## src/rtl/mem_arb_2r1w.sv

```systemverilog
// Two-requester (fetch + data) arbiter in front of a single-port RAM with fixed
// read latency; one transaction in flight, round-robin on contention.
module mem_arb_2r1w #(
    parameter int unsigned RAM_LAT   = 1,
    parameter logic [63:0] BASE_ADDR = 64'h0000_0000_8000_0000
) (
    input  logic        clk,
    input  logic        rst_n,
    input  logic        i_req_valid,
    output logic        i_req_ready,
    input  logic [63:0] i_req_addr,
    output logic        i_resp_valid,
    output logic [31:0] i_resp_data,
    output logic        i_resp_err,
    input  logic        d_req_valid,
    output logic        d_req_ready,
    input  logic [63:0] d_req_addr,
    input  logic        d_req_wen,
    input  logic [63:0] d_req_wdata,
    input  logic [63:0] d_req_wmask,
    output logic        d_resp_valid,
    output logic [63:0] d_resp_rdata,
    output logic        d_resp_err,
    output logic        ram_en,
    output logic [63:0] ram_idx,
    output logic        ram_wen,
    output logic [63:0] ram_wdata,
    output logic [63:0] ram_wmask,
    input  logic [63:0] ram_rdata
);

    typedef enum logic [1:0] {
        IDLE  = 2'd0,
        ISSUE = 2'd1,
        WAIT  = 2'd2,
        RESP  = 2'd3
    } state_e;

    localparam logic [3:0] LAST_CNT = 4'(RAM_LAT - 1);

    state_e      state_q, state_d;
    logic [3:0]  cnt_q, cnt_d;
    logic        last_is_d_q, last_is_d_d;
    logic        src_is_d_q, src_is_d_d;
    logic [63:0] addr_q, addr_d;
    logic        wen_q, wen_d;
    logic [63:0] wdata_q, wdata_d;
    logic [63:0] wmask_q, wmask_d;
    logic        err_q, err_d;
    logic [63:0] rdata_q, rdata_d;

    logic        gnt_i_s, gnt_d_s;
    logic        i_bad_s, d_bad_s;
    logic [63:0] offset_s;

    assign i_bad_s  = (i_req_addr < BASE_ADDR) || (i_req_addr[1:0] != 2'b00);
    assign d_bad_s  = (d_req_addr < BASE_ADDR) || (d_req_addr[2:0] != 3'b000);
    assign offset_s = addr_q - BASE_ADDR;

    // Grant: ready is withheld while reset is asserted so nothing is accepted then.
    always_comb begin
        gnt_i_s = 1'b0;
        gnt_d_s = 1'b0;
        if (rst_n && (state_q == IDLE)) begin
            if (i_req_valid && d_req_valid) begin
                gnt_i_s = last_is_d_q;
                gnt_d_s = !last_is_d_q;
            end else begin
                gnt_i_s = i_req_valid;
                gnt_d_s = d_req_valid;
            end
        end else begin
            gnt_i_s = 1'b0;
            gnt_d_s = 1'b0;
        end
    end

    // Next-state and transaction capture.
    always_comb begin
        state_d     = state_q;
        cnt_d       = cnt_q;
        last_is_d_d = last_is_d_q;
        src_is_d_d  = src_is_d_q;
        addr_d      = addr_q;
        wen_d       = wen_q;
        wdata_d     = wdata_q;
        wmask_d     = wmask_q;
        err_d       = err_q;
        rdata_d     = rdata_q;
        case (state_q)
            IDLE: begin
                if (gnt_i_s) begin
                    last_is_d_d = 1'b0;
                    src_is_d_d  = 1'b0;
                    addr_d      = i_req_addr;
                    wen_d       = 1'b0;
                    wdata_d     = 64'd0;
                    wmask_d     = 64'd0;
                    err_d       = i_bad_s;
                    rdata_d     = 64'd0;
                    state_d     = i_bad_s ? RESP : ISSUE;
                end else if (gnt_d_s) begin
                    last_is_d_d = 1'b1;
                    src_is_d_d  = 1'b1;
                    addr_d      = d_req_addr;
                    wen_d       = d_req_wen;
                    wdata_d     = d_req_wdata;
                    wmask_d     = d_req_wmask;
                    err_d       = d_bad_s;
                    rdata_d     = 64'd0;
                    state_d     = d_bad_s ? RESP : ISSUE;
                end else begin
                    state_d = IDLE;
                end
            end
            ISSUE: begin
                cnt_d   = 4'd0;
                state_d = WAIT;
            end
            WAIT: begin
                if (cnt_q == LAST_CNT) begin
                    cnt_d   = 4'd0;
                    rdata_d = ram_rdata;
                    state_d = RESP;
                end else begin
                    cnt_d = cnt_q + 4'd1;
                end
            end
            RESP: begin
                state_d = IDLE;
            end
            default: begin
                state_d = IDLE;
            end
        endcase
    end

    // State and transaction registers.
    always_ff @(posedge clk or negedge rst_n) begin
        if (!rst_n) begin
            state_q     <= IDLE;
            cnt_q       <= 4'd0;
            last_is_d_q <= 1'b0;
            src_is_d_q  <= 1'b0;
            addr_q      <= 64'd0;
            wen_q       <= 1'b0;
            wdata_q     <= 64'd0;
            wmask_q     <= 64'd0;
            err_q       <= 1'b0;
            rdata_q     <= 64'd0;
        end else begin
            state_q     <= state_d;
            cnt_q       <= cnt_d;
            last_is_d_q <= last_is_d_d;
            src_is_d_q  <= src_is_d_d;
            addr_q      <= addr_d;
            wen_q       <= wen_d;
            wdata_q     <= wdata_d;
            wmask_q     <= wmask_d;
            err_q       <= err_d;
            rdata_q     <= rdata_d;
        end
    end

    // Outputs decode straight from the state register, so async reset clears them at once.
    always_comb begin
        i_req_ready  = gnt_i_s;
        d_req_ready  = gnt_d_s;
        ram_en       = 1'b0;
        ram_wen      = 1'b0;
        ram_idx      = 64'd0;
        ram_wdata    = 64'd0;
        ram_wmask    = 64'd0;
        i_resp_valid = 1'b0;
        i_resp_err   = 1'b0;
        i_resp_data  = 32'd0;
        d_resp_valid = 1'b0;
        d_resp_err   = 1'b0;
        d_resp_rdata = 64'd0;
        if (state_q == ISSUE) begin
            ram_en    = 1'b1;
            ram_wen   = src_is_d_q && wen_q;
            ram_idx   = offset_s >> 3;
            ram_wdata = wdata_q;
            ram_wmask = wmask_q;
        end else if (state_q == RESP) begin
            if (src_is_d_q) begin
                d_resp_valid = 1'b1;
                d_resp_err   = err_q;
                d_resp_rdata = (err_q || wen_q) ? 64'd0 : rdata_q;
            end else begin
                i_resp_valid = 1'b1;
                i_resp_err   = err_q;
                i_resp_data  = err_q ? 32'd0 : (addr_q[2] ? rdata_q[63:32] : rdata_q[31:0]);
            end
        end else begin
            ram_en = 1'b0;
        end
    end

endmodule

```

## config.mk

```make
export PLATFORM = sky130hd
export DESIGN_NAME = mem_arb_2r1w
export DESIGN_NICKNAME = d
export VERILOG_FILES = /design/src/rtl/mem_arb_2r1w.sv
export SDC_FILE = /design/constraint.sdc
export NUM_CORES = 1
export LEC_CHECK = 0
export ABC_AREA = 1
export CAP_MARGIN = 20
export CORE_MARGIN = 4
export CORE_UTILIZATION = 26
export DETAILED_ROUTE_END_ITERATION = 12
export PLACE_DENSITY = 0.64
export SLEW_MARGIN = 15
export SYNTH_ARGS = -nofsm -noshare
export SYNTH_HDL_FRONTEND = slang
export SYNTH_SLANG_ARGS = --single-unit
```

## constraint.sdc

```tcl
create_clock -name clk -period 3.95 [get_ports clk]
set_input_delay 0.5925 -clock clk [delete_from_list [all_inputs] [get_ports clk]]
set_output_delay 0.5925 -clock clk [all_outputs]
set_load 0.1 [all_outputs]
```

==> run metrics <==
Final HPWL DP=44400 um; Post-Layout Cell Count=3000; Slew headroom=38.8%; slack of the critical path=0.286 ns; Critical Path End Type=output port; combinational share of power=53.0%; Residual DRC=0; Clock Tree Buf Depth=3; worst flop-to-flop path startpoint=state_q[1]$_DFFE_PN0P_; Max-Cap Viols=0; total gr overflow=0; Inserted Clock Buffers=34; chip width=239 um; GR Util met3=5.40%; post-cts gate resize count=0; placed inst area=21000 um2; Yosys reg bits=263; P_sw=8410 uW; post-synthesis cell type count=42; All-Layer GR Usage=19.4%; result of the run=finished clean; Synth top cells by count=317 x nand2_1, 263 x dfrtp_1, 262 x inv_1; final cycle utilization of the critical path=92.8%; crit-path max cell delay=0.66 ns; Most used DFF post-synth=dfrtp_1; Min Hold Slack=0.501 ns; Row Count=84; crit-path max FO=63; vias per inst=4.73; skew final=0.00893 ns; Most common cell on crit path=buf_4; minimum clock period=3.66 ns; unrepaired setup endpoints after global routing=false; design area=22200 um2; Min-Delay Path Class=reg -> reg; dpl ws=0.769 ns; Max Fclk=273 MHz; H-tree depth=2; grt peak-use layer=met2; Fin. Hold Viols=0; Routed WL per cell=19.3 um; Syn Std Cell Area=13900 um2; worst slew pin tran=0.918 ns; Detailed Routing Iterations Pass 1=5; initial antenna violation count=5; die area=57300 um2; Slowest-stage cell, CP=ha_4; setup_tns=0 ns; Root Buffer=clkbuf_16; most numerous cell in the Yosys netlist=nand2_1; final wirelength=58000 um; startpoint types=register; async set-reset flop share out of synthesis=100%; WP data arrival=3.07 ns; top-area cell type share of the netlist area=47.3%; port bufs=617; PD cells=742 nW/um2; clock share of power=20.0%; hold_sp=wmask_q[13]$_DFFE_PN0P_; CTS tree=done; GR Layer Usage met1=24.7%; I/O pins=621; final setup vio count=0; via count=14200; first-pass GRT wire length=86500 um; critical path required time=3.36 ns; peak supply drop=0.429 mV; final net count=2616; Leakage=0.0113 uW; ANT nets after route=0; vias in the first global route=14400; yosys warns=0; clk_lat worst skew=0.52 ns; internal power=8050 uW; die height=239 um; largest net degree at the start of global routing=133; final slew viol count=0; Area Growth Syn to Fin=59.3%; largest area contributor in the netlist=dfrtp_1; clock slew at reported path FFs=0.06 ns; met2 Use GR=32.3%; Initial Util=26.4%; crit-path cells=inv_1, ha_4, nor3_4, nand2_2, buf_4, nor2_2, buf_4; Sink Count=263; layout cells sized above 1=23.8%; Post-synth EDFFs=0; Net Sw Frac=51.1%; crit path kind=reg -> out; CORE AREA=52800 um2; Seq/Total Area, Yosys=47.3%; syn avg cell area=8.06 um2; routability cong.=0.902; cells after synthesis=1727; sequential power share=27.0%; initial drt markers=880; crit path launch=state_q[1]$_DFFE_PN0P_; synth top area cells=dfrtp_1 47%, nand2_1 8.5%, a22o_1 8.1%, inv_1 7.1%, nor2_1 5.3%; DP Cell Count=2935
area by class of cell:
class,count,area [um2]
antenna,3,7.51
clock buffer,53,1080
clock inverter,8,121
fill,5150,30600
inverter,269,1020
multi-input combinational,1074,6540
sequential,263,6580
tap,688,861
timing repair buffer,642,5980
stage by stage:
stage	power (uW)	utilization [%]
floorplan	10900	-
global placement	13100	39.7
detailed placement	13200	39.7
CTS	16600	42.0
global route	17400	42.0
finish	16500	42.0
sequential cells by signal, indices dropped and copies added (netlist names):
signal / flops
cnt_q: 4
state_q: 2
src_is_d_q: 1
wdata_q: 64
addr_q: 62
wen_q: 1
rdata_q: 64
err_q: 1
wmask_q: 64
routing by layer:
layer | routed length (um) | share of wire, %
met1 | 23700 | 41
met4 | 1610 | 2.8
met3 | 4840 | 8.3
met5 | 55 | 0.095
met2 | 27800 | 48
placed cells by master, fill, tap and decap left out, drive strengths merged, types with 4 or more instances in the layout:
cell | synthesis | final
clkdlybuf4s50 | 0 | 323
nand2 | 321 | 321
buf | 52 | 318
inv | 267 | 268
dfrtp | 263 | 263
nor2 | 199 | 199
nand3 | 134 | 134
a22o | 128 | 128
o21ai | 87 | 87
nor3 | 72 | 72
clkbuf | 71 | 53
a21oi | 50 | 50
a31oi | 29 | 29
o211ai | 13 | 13
xor2 | 9 | 9
ha | 7 | 7
o221ai | 5 | 5
clkinv | 2 | 5
nand4 | 4 | 4
path summary, 6_finish.rpt:
kind | endpoint | slack [ns] | depth (start not counted)
max in group asynchronous | addr_q[2]$_DFFE_PN0P_ | 1.67 | 4
min in group asynchronous | rdata_q[10]$_DFFE_PN0P_ | 0.52 | 2
hold / removal | wmask_q[13]$_DFFE_PN0P_ | 0.50 | 1
hold reg to reg | wmask_q[13]$_DFFE_PN0P_ | 0.50 | 1
setup / recovery | i_resp_data[25] | 0.29 | 7
setup reg to reg | rdata_q[4]$_DFFE_PN0P_ | 1.12 | 14
logic make-up (layout without fill, tap and decap cells):
kind of cell             after synthesis  after routing  synth area share [%]
AND/OR/NAND/NOR                      739            739                  23.3
buffers and inverters                392            972                  11.8
AO/OA/AOI/OAI                        316            316                  16.3
flip-flops                           263            263                  47.3
XOR/XNOR                               9              9                 0.566
adder cells (fa/ha/maj)                7              7                 0.629
other                                  1              6                0.0269
what timing repair did:
item                                   in CTS  in global routing
setup buffers                               0                  0
hold buffers                                1                  0
endpoints found under the hold margin      28                  0
worst max-delay path, delay by kind of cell, from the launching register on:
| family | cells | cell delay [ns] |
|---|---|---|
| adder cells (fa/ha/maj) | 1 | 0.66 |
| flip-flops | 1 | 0.44 |
| buffers and inverters | 3 | 0.66 |
| AND/OR/NAND/NOR | 3 | 0.77 |
power groups by stage:
stage	clock network, uW	registers (uW)	logic, uW
after floorplan	0	4180	6770
after global placement	0	4440	8700
after detailed placement	0	4450	8790
after CTS	3390	4440	8800
after global routing	3520	4570	9280
final	3300	4440	8720
Note: power is estimated with default switching activity, not from simulation.
